### config.mk
export PLATFORM = sky130hd
export DESIGN_NAME = param_timer_flat
export DESIGN_NICKNAME = d
export VERILOG_FILES = /design/src/rtl/param_timer_if.sv /design/src/rtl/param_timer.sv /design/src/flat_wrapper.sv
export SDC_FILE = /design/constraint.sdc
export NUM_CORES = 1
export LEC_CHECK = 0
export CAP_MARGIN = 10
export CORE_MARGIN = 2
export CORE_UTILIZATION = 35
export DETAILED_ROUTE_END_ITERATION = 7
export HOLD_SLACK_MARGIN = 0.06
export PLACE_DENSITY = 0.69
export SLEW_MARGIN = 40
export SYNTH_ARGS = -nofsm -noshare
export SYNTH_HDL_FRONTEND = slang
export SYNTH_SLANG_ARGS = --single-unit
### constraint.sdc
create_clock -name clk -period 3.35 [get_ports clk]
set_input_delay 0.5025 -clock clk [delete_from_list [all_inputs] [get_ports clk]]
set_output_delay 0.5025 -clock clk [all_outputs]
set_load 0.05 [all_outputs]
### src/rtl/param_timer_if.sv
// Control and status bundle for param_timer.
// start/stop are single-cycle request strobes with no backpressure. The
// timer acts on them at the next rising edge. count/running/expired/tick are
// registered status outputs that are valid every cycle; no valid/ready pair
// is needed. state_dbg mirrors the FSM state register for observation.
interface param_timer_if #(
   parameter int WIDTH      = 6,
   parameter int PRESCALE_W = 4
);
   logic                  en;
   logic                  start;
   logic                  stop;
   logic                  mode;
   logic [WIDTH-1:0]      cmp;
   logic [PRESCALE_W-1:0] presc;
   logic [WIDTH-1:0]      count;
   logic                  running;
   logic                  expired;
   logic                  tick;
   logic [1:0]            state_dbg;

   modport master (
      output en, start, stop, mode, cmp, presc,
      input  count, running, expired, tick, state_dbg
   );

   modport slave (
      input  en, start, stop, mode, cmp, presc,
      output count, running, expired, tick, state_dbg
   );
endinterface

### src/rtl/param_timer.sv
// Prescaled up-counter timer with one-shot and periodic modes.
// A start latches cmp/presc/mode and begins counting from zero. Each
// (presc+1) enabled cycles the count steps. A step taken at count==cmp is the
// terminal step: it pulses tick in the following cycle and either ends the
// run (one-shot, DONE) or wraps the count to zero (periodic).
module param_timer #(
   parameter int WIDTH      = 6,
   parameter int PRESCALE_W = 4
) (
   input logic           clk,
   input logic           reset,
   param_timer_if.slave  bus
);

   typedef enum logic [1:0] {
      IDLE = 2'd0,
      RUN  = 2'd1,
      DONE = 2'd2
   } state_t;

   state_t                state_q, state_n;
   logic [WIDTH-1:0]      count_q, count_n;
   logic [WIDTH-1:0]      cmp_q, cmp_n;
   logic [PRESCALE_W-1:0] pcnt_q, pcnt_n;
   logic [PRESCALE_W-1:0] presc_q, presc_n;
   logic                  mode_q, mode_n;
   logic                  tick_q, tick_n;

   // Next-state logic: stop beats start, start beats counting, and counting
   // happens only in RUN with en high.
   always_comb begin
      state_n = state_q;
      count_n = count_q;
      cmp_n   = cmp_q;
      pcnt_n  = pcnt_q;
      presc_n = presc_q;
      mode_n  = mode_q;
      tick_n  = 1'b0;
      if (bus.stop && (state_q == RUN || bus.start)) begin
         // A stop paired with a start lands in IDLE without relatching.
         state_n = IDLE;
      end else if (bus.start) begin
         state_n = RUN;
         count_n = '0;
         pcnt_n  = '0;
         cmp_n   = bus.cmp;
         presc_n = bus.presc;
         mode_n  = bus.mode;
      end else if (state_q == RUN && bus.en) begin
         if (pcnt_q == presc_q) begin
            pcnt_n = '0;
            if (count_q == cmp_q) begin
               tick_n = 1'b1;
               if (mode_q) begin
                  count_n = '0;
               end else begin
                  state_n = DONE;
               end
            end else begin
               count_n = count_q + 1'b1;
            end
         end else begin
            pcnt_n = pcnt_q + 1'b1;
         end
      end
   end

   // State and datapath registers; reset overrides every request.
   always_ff @(posedge clk) begin
      if (reset) begin
         state_q <= IDLE;
         count_q <= '0;
         cmp_q   <= '0;
         pcnt_q  <= '0;
         presc_q <= '0;
         mode_q  <= 1'b0;
         tick_q  <= 1'b0;
      end else begin
         state_q <= state_n;
         count_q <= count_n;
         cmp_q   <= cmp_n;
         pcnt_q  <= pcnt_n;
         presc_q <= presc_n;
         mode_q  <= mode_n;
         tick_q  <= tick_n;
      end
   end

   assign bus.count     = count_q;
   assign bus.running   = (state_q == RUN);
   assign bus.expired   = (state_q == DONE);
   assign bus.tick      = tick_q;
   assign bus.state_dbg = state_q;

endmodule

### src/flat_wrapper.sv
// flat-port wrapper written by rule: the top's interface ports become plain ports
module param_timer_flat 
#(
   parameter int WIDTH      = 6,
   parameter int PRESCALE_W = 4
)
  (clk, reset, bus_en, bus_start, bus_stop, bus_mode, bus_cmp, bus_presc, bus_count, bus_running, bus_expired, bus_tick, bus_state_dbg);
  param_timer_if #(.WIDTH(WIDTH), .PRESCALE_W(PRESCALE_W)) bus_i ();
  input logic clk;
  input logic reset;
  input wire logic [$bits(bus_i.en)-1:0] bus_en;
  input wire logic [$bits(bus_i.start)-1:0] bus_start;
  input wire logic [$bits(bus_i.stop)-1:0] bus_stop;
  input wire logic [$bits(bus_i.mode)-1:0] bus_mode;
  input wire logic [$bits(bus_i.cmp)-1:0] bus_cmp;
  input wire logic [$bits(bus_i.presc)-1:0] bus_presc;
  output wire logic [$bits(bus_i.count)-1:0] bus_count;
  output wire logic [$bits(bus_i.running)-1:0] bus_running;
  output wire logic [$bits(bus_i.expired)-1:0] bus_expired;
  output wire logic [$bits(bus_i.tick)-1:0] bus_tick;
  output wire logic [$bits(bus_i.state_dbg)-1:0] bus_state_dbg;
  assign bus_i.en = bus_en;
  assign bus_i.start = bus_start;
  assign bus_i.stop = bus_stop;
  assign bus_i.mode = bus_mode;
  assign bus_i.cmp = bus_cmp;
  assign bus_i.presc = bus_presc;
  assign bus_count = bus_i.count;
  assign bus_running = bus_i.running;
  assign bus_expired = bus_i.expired;
  assign bus_tick = bus_i.tick;
  assign bus_state_dbg = bus_i.state_dbg;
  param_timer #(.WIDTH(WIDTH), .PRESCALE_W(PRESCALE_W)) u_core (.clk(clk), .reset(reset), .bus(bus_i));
endmodule
# [Word-level counts from Yosys, hierarchy flattened]
# Cells that the tools add are included.
[word_totals] wordCells=48 out_inout_bits=11 in_bits=16 reg_bits=24
[op_classes] n_eq_ne=6 bitwise=4 addsub=2 n_reduce_logical=14 n_mux=14
[ops] cell="$mux 6" count=5
[ops] cell="$mux 4" count=3
[ops] cell="$reduce_and 4->1" count=3
[ops] cell="$add 6x1->6 const B" count=1
[ops] cell="$eq 6x6->1" count=1
[ops] cell="$mux 1" count=6
[ops] cell="$reduce_bool 2->1" count=3
[ops] cell="$reduce_or 5->1" count=1
[ops] cell="$add 4x1->4 const B" count=1
[ops] cell="$eq 4x4->1" count=1
[ops] cell="$not 1->1" count=4
[ops] cell="$reduce_and 2->1" count=2
[ops] cell="$ne 3x2->1 const B" count=1
[ops] cell="$reduce_or 3->1" count=1
[ops] cell="$eq 2x1->1 const B" count=1
[ops] cell="$eq 2x2->1 const B" count=1
[ops] cell="$logic_and 1x1->1" count=2
[ops] cell="$ne 2x2->1 const B" count=1
[ops] cell="$reduce_or 2->1" count=1
[ops] cell="$logic_or 1x1->1" count=1

# [Logic depth before layout (Yosys ltp)]
# Gate-level depths: netlist of run 1.
[depth] ltp_word=5 depth_mapped=6 ltp_nobuf=5

# [Worst setup path before layout of run 1]
# No wires, ideal clock.
[synth_path] path_type="register to register" from="register u_core.state_q[0] (netlist: u_core.bus.state_dbg[0])" to="register u_core.count_q[2] (netlist: u_core.bus.count[2])" arrival_ns=2.077 required_time_ns=3.228 path_stages_with_launch=6 setup_time_ns=0.122 path_slack_ns=1.151 period_less_slack_ns=2.199 path_buffers=0 path_cell_list="dfxtp_1 > and2b_1 > a31oi_1 > nor2_1 > o32ai_4 > a221o_1"
[synth_via] elab_chain_len=5 word_cells_on_any_way=7 cone_classes="eq/ne: 1; bitwise: 1; reduce/logical: 5"
[synth_lines] item="from (decl)" line="param_timer.sv:21" text="state_t state_q, state_n;"
[synth_lines] item="from (signal assigned)" line="param_timer.sv:79" text="state_q <= state_n;"
[synth_lines] item="$eq 2x1->1 (*)"
[synth_lines] item="via bus_running" line="flat_wrapper.sv:18" text="output wire logic [$bits(bus_i.running)-1:0] bus_running;"
[synth_lines] item="$logic_or 1x1->1" line="param_timer.sv:39" text="if (bus.stop && (state_q == RUN || bus.start)) begin"
[synth_lines] item="$logic_and 1x1->1" line="param_timer.sv:39"
[synth_lines] item="$not 1->1 (no line)"
[synth_lines] item="$reduce_and 4->1 (no line) (*)"
[synth_lines] item="to (signal assigned)" line="param_timer.sv:80" text="count_q <= count_n;"
[synth_lines] item="to (decl)" line="param_timer.sv:22" text="logic [WIDTH-1:0] count_q, count_n;"
# The timed path passes the listed nets; every way through them passes the cells marked *.
# A chain may end at the register's enable or synchronous reset.

# [Final worst setup path of run 1]
[layout_path] from="register u_core.state_q[1] (netlist: u_core.bus.state_dbg[1])" to="output port bus_running"
[layout_via] elab_chain_len=1
[layout_lines] item="$eq 2x1->1" line="param_timer.sv:90" text="assign bus.running = (state_q == RUN);"
[layout_lines] item="to (decl)" line="flat_wrapper.sv:18"
# No other way between the ends.

==> results of run 1 <==
## layout make-up
class	count	share of cell area
Clock inverter	1	0.0192
Multi-Input combinational cell	103	0.440
Tap cell	46	0.0368
Clock buffer	3	0.0144
Inverter	3	0.00719
Sequential cell	24	0.307
Timing Repair Buffer	28	0.176
## Yosys cell counts (3+ instances only)
master and instances:
nor2_1 6, dfxtp_1 24, nand2_1 28, a21oi_1 15, and3_2 3, inv_1 3
xor2_1 6, a221o_1 4, nand3_1 5, clkbuf_1 4, xnor2_1 4
## worst max-delay path, delay by kind of cell (launching register included)
kind	cells	cell delay [ps]
buffers and inverters	1	820
AND/OR/NAND/NOR	1	270
flip-flops	1	370
## per-layer routing
layer,vias up,share of wire
met4,0,0.0090
met5,-,0
met1,463,0.48
met3,2,0.032
met2,23,0.48
li1,531,-
## power by group through the flow
stage          sequential [mW]  combinational (mW)  clock (mW)
5_1_grt                  0.303               0.103       0.227
3_5_place_dp             0.307              0.0946           0
2_1_floorplan            0.311              0.0553           0
6_report                 0.301              0.0940       0.208
3_3_place_gp             0.307              0.0931           0
4_1_cts                  0.301              0.0949       0.216
## through the flow
| stage | hold WS, ps | util | area [sq um] |
|---|---|---|---|
| 2_1_floorplan | 448 | - | 1210 |
| 3_3_place_gp | 459 | 0.457 | 1510 |
| 3_5_place_dp | 462 | 0.457 | 1510 |
| 4_1_cts | 481 | 0.473 | 1570 |
| 5_1_grt | 504 | 0.473 | 1570 |
| 6_report | 479 | 0.473 | 1570 |
## cell families (layout without fill, tap and decap cells)
group / after synthesis / count (layout) / synth area share
and+or+nand+nor: 57 / 57 / 0.250
AOI/OAI and AO/OA: 32 / 32 / 0.209
DFF: 24 / 24 / 0.398
xor gates and xnor gates: 10 / 10 / 0.0726
buffers and inverters: 8 / 35 / 0.0311
adders and majority gates: 2 / 2 / 0.0207
muxes: 2 / 2 / 0.0187
## state kept, by name (all words and copies together), names as in the netlist
signal                count
u_core.bus.count          6
u_core.mode_q             1
u_core.bus.state_dbg      2
u_core.pcnt_q             4
u_core.presc_q            4
u_core.cmp_q              6
u_core.bus.tick           1
## worst max path at each step
stage,from,to,slack (ps),depth (start not counted)
global route,u_core.bus.state_dbg[0]$_SDFFE_PP0P_,bus_running,990,2
floorplan,u_core.bus.state_dbg[0]$_SDFFE_PP0P_,u_core.bus.count[2]$_SDFFE_PP0P_,1150,5
global placement,bus_start,u_core.bus.count[4]$_SDFFE_PP0P_,1020,7
finish,u_core.bus.state_dbg[1]$_SDFFE_PP0P_,bus_running,1080,2
CTS,u_core.bus.state_dbg[1]$_SDFFE_PP0P_,bus_running,1060,2
detailed placement,bus_start,u_core.bus.count[2]$_SDFFE_PP0P_,960,7
==> impl_metrics.csv, run 1 <==
group,metric,value,unit
finish,multi_input_area,688,sq um
setup_path,crit_required,2850,ps
power_and_ir_drop,powerDensity,385,nW/um^2
clock_tree,clk_pin_slew,130,ps
sta,tns,0,ps
sta,drv_slew,0,
finish,final_nets,181,
sta,rsz0062_at_grt,"false",
worst_hold_path,hold_end,"u_core.cmp_q[4]$_SDFFE_PP0P_",
job,max_cap_viol_count,0,
routing,totalWireLength,2.45,mm
sta,period_minus_slack,2270,ps
synthesis,synth_area,1210,sq um
power_and_ir_drop,p_seq_frac,0.499,
synthesis,yosysWarnings,0,
placement,dp_hpwl,1.89,mm
routing,wl_per_cell,11.8,um
clock_tree,postCtsSetupBuffers,0,
clock_tree,cts_tree,"built",
setup_path,ff2ff_path_depth,5,
placement,portBuffers,26,
power_and_ir_drop,power,0.603,mW
global_routing,met3_usage,0.0324,
placement,pre_cts_slack,961,ps
setup_path,crit_chain,"and2b_1, clkdlybuf4s50_1",
sta,timing_hold_violations_final,0,
global_routing,antenna_found_initial,0,
power_and_ir_drop,p_int,0.459,mW
finish,final_common_cell,"nand2_1",
power_and_ir_drop,pwr-share-clk,0.345,
sta,worst_pin_slew,502,ps
synthesis,synthArstFlopShare,0,
outcome,status,"finished clean",
clock_tree,cts-root-buf,"clkbuf_4",
synthesis,synth_cell_types,40,
setup_path,slowest_stage,"clkdlybuf4s50_1",
finish,diodes,0,
floorplanning,rows,21,
global_routing,grt_pass1_vias,984,
power_and_ir_drop,leakagePower,0.612,nW
global_routing,grt_usage,0.136,
setup_path,arrival,1770,ps
routing,ant_nets,0,
synthesis,ys_dominant_reg_cell,"dfxtp_1",
global_routing,busiest_layer,"met2",
routing,dr.pass1.iters,4,
floorplanning,dieArea,3930,sq um
floorplanning,core_region_area,3310,sq um
routing,num_vias,1019,
routing,drt-initial-drc-count,41,
setup_path,cp-end-kind,"primary output",
setup_path,reg2reg_to,"u_core.bus.state_dbg[1]$_SDFFE_PP0P_",
global_routing,grt_pass1_wl,4.37,mm
finish,drive_above_1_share,0.142,
routing,drcViolationCount,0,
routing,via_per_inst,4.90,
global_routing,grt_max_degree,21,
sta,clock.fmax,0.440,GHz
power_and_ir_drop,comb_power_share,0.156,
placement,gp_congestion,0.875,
synthesis,synth-seq-cells,24,
clock_tree,cts.sinks,24,
power_and_ir_drop,switchingPower,0.144,mW
power_and_ir_drop,sw_frac_of_total,0.240,
setup_path,crit_type,"flop to primary output",
global_routing,globalRouteMet2Util,0.228,
finish,fin_cells,208,
synthesis,synthTopCellsByArea,"dfxtp_1 (40%), nand2_1 (8.7%), a21oi_1 (6.2%), xor2_1 (4.4%), a221o_1 (3.3%)",
finish,syn2layout_area_growth,29.8,%
sta,slew_headroom,0.664,
power_and_ir_drop,worst_ir_drop_vdd,0.234,mV
sta,timing.final.crit_share,0.678,
floorplanning,die_h,62.7,um
clock_tree,cts_hold_buffers,0,
finish,regArea,480,sq um
clock_tree,ctsResizeCount,0,
synthesis,syn-num-nets,153,
setup_path,startpoint_type,"flop",
finish,fill_cells,336,
floorplanning,io_pins,27,
setup_path,r2r_slack,1590,ps
global_routing,use_met1,0.169,
synthesis,yosysTopAreaCellShare,0.398,
setup_path,critPathMaxFanout,5,
synthesis,synth_edf_count,0,
synthesis,yosysSeqAreaShare,0.398,
placement,dp.cells,204,
clock_tree,clock_latency,320,ps
clock_tree,cts_max_path_buffers,2,
floorplanning,die_w,62.7,um
worst_hold_path,holdPathStages,2,
synthesis,syn_avg_cell_area,8.93,sq um
clock_tree,h-tree-depth,1,
clock_tree,numCtsBuffers,3,
setup_path,r2r_start,"u_core.bus.count[2]$_SDFFE_PP0P_",
setup_path,crit_path_max_incr_delay,820,ps
synthesis,synth_top_area_cell,"dfxtp_1",
sta,setup_viol_count_final,0,
worst_hold_path,holdCritStartpoint,"u_core.cmp_q[4]$_SDFFE_PP0P_",
worst_hold_path,hold_path.class,"flop to flop",
sta,fin_worst_skew,5.55,ps
global_routing,gr-total-overflow,0,
sta,postLayoutSetupSlackWorst,1080,ps
finish,final_cell_mix,"nand2_1 (28), clkdlybuf4s50_1 (26), dfxtp_1 (24)",
synthesis,syn_inst,135,
floorplanning,initial_core_util,0.364,
(Power assumes the default switching activity.)
==> run 2, diff against run 1 <==
Settings changed: PLACE_DENSITY 0.69 to 0.71.
Clock period 3.35 ns to 1.85 ns, I/O delays scaled along.
==> run 2 against run 1 <==
Effect of this change: routed wire length up 5.4%; clock power up 29%; final cell count up 1.4%; sequential share of layout area up 0.21 points; critical path depth down 1; die area unchanged; sequential power up 81%; global-route usage up 0.96 points; first-iteration DRC count up 29%; count of clock-buffer cells in the layout up 1; largest cell class unchanged.
==> impl_metrics.csv, run 2 (synthesized netlist as in run 1, its figures left out) <==
group,metric,value,unit
power_and_ir_drop,powerDensity,627,nW/um^2
floorplanning,dieArea,3930,sq um
sta,clock.fmax,0.559,GHz
placement,portBuffers,26,
sta,period_minus_slack,1790,ps
floorplanning,die_w,62.7,um
clock_tree,numCtsBuffers,3,
routing,totalWireLength,2.58,mm
finish,stdcell_area,1580,sq um
floorplanning,core_region_area,3310,sq um
routing,drcViolationCount,0,
finish,final_nets,184,
power_and_ir_drop,p_seq_frac,0.550,
routing,ant_nets,0,
clock_tree,cts_max_path_buffers,2,
clock_tree,clk_pin_slew,120,ps
setup_path,crit_buf_inv,1,
finish,drive_above_1_share,0.218,
worst_hold_path,hold_path.class,"flop to flop",
finish,regArea,488,sq um
power_and_ir_drop,p_int,0.736,mW
worst_hold_path,holdPathStages,2,
routing,dr.pass1.iters,4,
setup_path,slowest_stage,"clkdlybuf4s50_1",
finish,fill_cells,340,
placement,dp_hpwl,2.00,mm
setup_path,startpoint_type,"flop",
global_routing,gr-total-overflow,0,
clock_tree,clock_latency,310,ps
power_and_ir_drop,power,0.990,mW
finish,multi_input_area,689,sq um
worst_hold_path,hold_end,"u_core.presc_q[3]$_SDFFE_PP0P_",
clock_tree,h-tree-depth,1,
power_and_ir_drop,worst_ir_drop_vdd,0.329,mV
outcome,status,"finished clean",
global_routing,grt_pass1_vias,1042,
clock_tree,cts.sinks,24,
finish,syn2layout_area_growth,30.9,%
sta,slew_headroom,0.656,
global_routing,grt_usage,0.145,
finish,diodes,0,
placement,gp_congestion,0.891,
setup_path,crit_chain,"clkdlybuf4s50_1",
setup_path,cp-end-kind,"primary output",
setup_path,ff2ff_path_depth,5,
routing,wl_per_cell,12.2,um
global_routing,grt_max_degree,20,
clock_tree,cts-root-buf,"clkbuf_4",
routing,drt-initial-drc-count,53,
finish,final_cell_mix,"nand2_1 (28), clkdlybuf4s50_1 (19), dfxtp_1 (18)",
setup_path,critPathTopFamily,"buffers and inverters",
power_and_ir_drop,leakagePower,0.688,nW
routing,num_vias,1037,
floorplanning,initial_core_util,0.364,
setup_path,r2r_slack,130,ps
setup_path,reg2reg_to,"u_core.bus.count[3]$_SDFFE_PP0P_",
setup_path,crit_type,"flop to primary output",
setup_path,r2r_start,"u_core.pcnt_q[0]$_SDFFE_PP0P_",
placement,placed_area,1540,sq um
floorplanning,io_pins,27,
sta,drv_slew,0,
power_and_ir_drop,switchingPower,0.254,mW
job,max_cap_viol_count,0,
sta,timing.final.crit_share,0.968,
routing,via_per_inst,4.91,
setup_path,crit_path_max_incr_delay,810,ps
setup_path,critPathMaxFanout,6,
setup_path,crit_required,1570,ps
clock_tree,cts_tree,"built",
power_and_ir_drop,sw_frac_of_total,0.257,
setup_path,arrival,1510,ps
sta,timing_hold_violations_final,0,
worst_hold_path,holdCritStartpoint,"u_core.presc_q[3]$_SDFFE_PP0P_",
sta,worst_pin_slew,515,ps
global_routing,grt_pass1_wl,4.58,mm
global_routing,antenna_found_initial,0,
power_and_ir_drop,pwr-share-clk,0.271,
floorplanning,die_h,62.7,um
floorplanning,rows,21,
sta,rsz0062_at_grt,"false",
sta,fin_worst_skew,2.79,ps
finish,final_common_cell,"nand2_1",
sta,setup_viol_count_final,0,
power_and_ir_drop,comb_power_share,0.179,
## run 2: cell types whose count changed in the layout (fill, tap and decap cells not counted), moves of 3 or more
cell             previous run  this run
clkdlybuf4s50_1            26        19
dfxtp_1                    24        18
buf_4                       2         8
dfxtp_2                     0         6
dlymetal6s2s_1              0         3
## run 2: final cells by class
cell class	instances	area share
Inverter	3	0.00713
Timing Repair Buffer	31	0.188
Clock buffer	4	0.0230
Multi-Input combinational cell	103	0.437
Sequential cell	24	0.309
Tap cell	46	0.0365
## run 2: what timing repair did
| item | in CTS | in global routing |
|---|---|---|
| pin swaps | 0 | 0 |
| gates cloned | 0 | 0 |
| gates resized for setup | 1 | 3 |
| endpoints found under the setup margin | 1 | 3 |
| hold buffers | 0 | 0 |
| buffers inserted | 0 | 0 |
## run 2: tightest hold or removal path, stage by stage, from the launching register on
cell and delay [ps]:
dfxtp_1 340, nand2_1 50, a21oi_1 50
## run 2: stage by stage
step | setup slack, ps | hold slack [ps] | setup TNS [ps] | utilization | cells
2_1_floorplan | 3.91 | 413 | 0 | - | 135
3_3_place_gp | 23.4 | 458 | 0 | 0.464 | 207
3_5_place_dp | -83.3 | 465 | -232 | 0.464 | 207
4_1_cts | 3.18 | 483 | 0 | 0.475 | 211
5_1_grt | 0.146 | 493 | 0 | 0.477 | 211
6_report | 59.7 | 477 | 0 | 0.477 | 211
## run 2: power groups by stage
| stage | Combinational, mW | Sequential [mW] | Clock, mW |
|---|---|---|---|
| 6_report | 0.177 | 0.545 | 0.268 |
| 5_1_grt | 0.194 | 0.548 | 0.301 |
| 4_1_cts | 0.178 | 0.545 | 0.281 |
| 3_5_place_dp | 0.177 | 0.557 | 0 |
| 3_3_place_gp | 0.174 | 0.556 | 0 |
| 2_1_floorplan | 0.100 | 0.564 | 0 |
## run 2: how the worst max path moves through the flow
| stage | start | end | slack (ps) | depth (start not counted) |
|---|---|---|---|---|
| 2_1_floorplan | u_core.bus.state_dbg[0]$_SDFFE_PP0P_ | u_core.bus.count[4]$_SDFFE_PP0P_ | 4 | 5 |
| 3_3_place_gp | bus_start | u_core.bus.count[4]$_SDFFE_PP0P_ | 20 | 6 |
| 3_5_place_dp | bus_start | u_core.bus.count[3]$_SDFFE_PP0P_ | -80 | 6 |
| 4_1_cts | u_core.bus.count[3]$_SDFFE_PP0P_ | bus_count[3] | 3 | 1 |
| 5_1_grt | u_core.bus.count[4]$_SDFFE_PP0P_ | bus_count[4] | 0.1 | 1 |
| 6_report | u_core.bus.count[4]$_SDFFE_PP0P_ | bus_count[4] | 60 | 1 |
## run 2: per-layer routing
metal	share of wire	global-route usage	vias up
met2	0.47	0.251	23
met5	0	0	-
met3	0.036	0.0252	2
li1	-	-	541
met4	0.0054	0.0583	0
met1	0.48	0.178	471
==> run 3, diff against run 2 <==
Settings changed: CAP_MARGIN 10 to default, SKIP_CTS_REPAIR_TIMING from default to 1, SLEW_MARGIN 40 to default.
==> run 3 against run 2 <==
Effect of this change: global-route usage stayed put; clock power hardly changed; via count stayed put; final cell count stayed put; clock skew stayed put; critical path depth stayed put; utilization is 0.11 points higher; critical path type unchanged; critical endpoint unchanged; largest power group unchanged.
==> impl_metrics.csv, run 3 (synthesized netlist as in run 1, its figures left out) <==
group,metric,value,unit
finish,final_cell_mix,"nand2_1 (28), clkdlybuf4s50_1 (19), dfxtp_1 (18)",
job,max_cap_viol_count,0,
placement,gp_congestion,0.891,
placement,placed_area,1540,sq um
setup_path,cp-end-kind,"primary output",
power_and_ir_drop,switchingPower,0.254,mW
power_and_ir_drop,pwr-share-clk,0.271,
sta,drv_slew,0,
power_and_ir_drop,powerDensity,625,nW/um^2
finish,final_nets,184,
finish,drive_above_1_share,0.218,
setup_path,r2r_slack,130,ps
setup_path,path_depth,1,
power_and_ir_drop,p_int,0.736,mW
floorplanning,initial_core_util,0.364,
floorplanning,core_region_area,3310,sq um
setup_path,crit_type,"flop to primary output",
setup_path,crit_path_max_incr_delay,810,ps
global_routing,grt_pass1_wl,4.58,mm
clock_tree,cts.sinks,24,
setup_path,crit_buf_inv,1,
sta,setup_viol_count_final,0,
finish,diodes,0,
routing,wl_per_cell,12.2,um
sta,holdWs,477,ps
placement,dp.cells,207,
setup_path,critPathTopFamily,"buffers and inverters",
clock_tree,clk_pin_slew,120,ps
sta,timing.final.crit_share,0.968,
clock_tree,cts-root-buf,"clkbuf_4",
clock_tree,numCtsBuffers,3,
clock_tree,cts_max_path_buffers,2,
setup_path,startpoint_type,"flop",
setup_path,crit_required,1570,ps
routing,ant_nets,0,
setup_path,slowest_stage,"clkdlybuf4s50_1",
floorplanning,die_w,62.7,um
setup_path,cp-startpoint,"u_core.bus.count[4]$_SDFFE_PP0P_",
sta,clock.fmax,0.559,GHz
routing,via_per_inst,4.91,
setup_path,ff2ff_path_depth,5,
floorplanning,io_pins,27,
outcome,status,"finished clean",
sta,worst_pin_slew,515,ps
finish,fin_cells,211,
routing,num_vias,1037,
power_and_ir_drop,worst_ir_drop_vdd,0.329,mV
setup_path,critPathMaxFanout,6,
worst_hold_path,hold_path.class,"flop to flop",
global_routing,antenna_found_initial,0,
finish,syn2layout_area_growth,31.2,%
sta,fin_worst_skew,2.79,ps
setup_path,cp-endpoint,"bus_count[4]",
setup_path,arrival,1510,ps
setup_path,crit_chain,"clkdlybuf4s50_1",
global_routing,grt_max_degree,20,
setup_path,reg2reg_to,"u_core.bus.count[3]$_SDFFE_PP0P_",
placement,portBuffers,26,
routing,drt-initial-drc-count,53,
finish,stdcell_area,1580,sq um
routing,drcViolationCount,0,
finish,final_common_cell,"nand2_1",
floorplanning,die_h,62.7,um
sta,timing_hold_violations_final,0,
power_and_ir_drop,leakagePower,0.702,nW
sta,slew_headroom,0.656,
global_routing,grt_usage,0.145,
clock_tree,cts_tree,"built",
power_and_ir_drop,p_seq_frac,0.550,
sta,rsz0062_at_grt,"false",
power_and_ir_drop,comb_power_share,0.179,
finish,utilization,0.478,
routing,totalWireLength,2.58,mm
global_routing,gr-total-overflow,0,
global_routing,grt_pass1_vias,1042,
power_and_ir_drop,sw_frac_of_total,0.257,
placement,dp_hpwl,2.00,mm
clock_tree,clock_latency,310,ps
routing,dr.pass1.iters,4,
floorplanning,rows,21,
clock_tree,h-tree-depth,1,
setup_path,r2r_start,"u_core.pcnt_q[0]$_SDFFE_PP0P_",
floorplanning,dieArea,3930,sq um
sta,period_minus_slack,1790,ps
-- run 3: cell types whose count changed in the layout (fill, tap and decap cells not counted) --
cell            previous run  this run
dlygate4sd2_1              1         0
dlymetal6s2s_1             3         4
-- run 3: final cells by class --
class | count | area (sq um)
clock buffer | 4 | 36.3
tap | 46 | 57.6
timing repair buffer | 31 | 300
sequential | 24 | 488
inverter | 3 | 11.3
multi-input combinational | 103 | 689
fill | 340 | 1730
-- run 3: metal layers --
| metal | up-vias | track usage | routed length, um |
|---|---|---|---|
| met5 | - | 0 | 0 |
| met4 | 0 | 0.0583 | 14 |
| met3 | 2 | 0.0252 | 87 |
| met2 | 23 | 0.251 | 1220 |
| met1 | 471 | 0.178 | 1260 |
| li1 | 541 | - | - |
-- run 3: power groups by stage --
stage / clock, mW / combinational, mW / sequential [mW]
2_1_floorplan: 0 / 0.100 / 0.564
3_3_place_gp: 0 / 0.174 / 0.556
3_5_place_dp: 0 / 0.177 / 0.557
4_1_cts: 0.281 / 0.178 / 0.545
5_1_grt: 0.301 / 0.194 / 0.548
6_report: 0.268 / 0.177 / 0.545
-- run 3: how the worst min path moves through the flow --
stage                                   start                        endpoint  slack [ps]  depth (start not counted)
2_1_floorplan                      bus_cmp[0]    u_core.cmp_q[0]$_SDFFE_PP0P_         410                          2
3_3_place_gp     u_core.cmp_q[0]$_SDFFE_PP0P_    u_core.cmp_q[0]$_SDFFE_PP0P_         460                          2
4_1_cts        u_core.presc_q[3]$_SDFFE_PP0P_  u_core.presc_q[3]$_SDFFE_PP0P_         480                          2
3_5_place_dp   u_core.presc_q[3]$_SDFFE_PP0P_  u_core.presc_q[3]$_SDFFE_PP0P_         460                          2
5_1_grt                            bus_cmp[5]    u_core.cmp_q[5]$_SDFFE_PP0P_         490                          3
6_report       u_core.presc_q[3]$_SDFFE_PP0P_  u_core.presc_q[3]$_SDFFE_PP0P_         480                          2
-- run 3: through the flow --
step	worst slack, ps	total power [mW]	setup TNS (ps)
floorplan	3.91	0.665	0
global placement	23.4	0.730	0
detailed placement	-83.3	0.734	-232
CTS	-20.3	1.00	-20.3
global route	0.146	1.04	0
finish	59.7	0.990	0
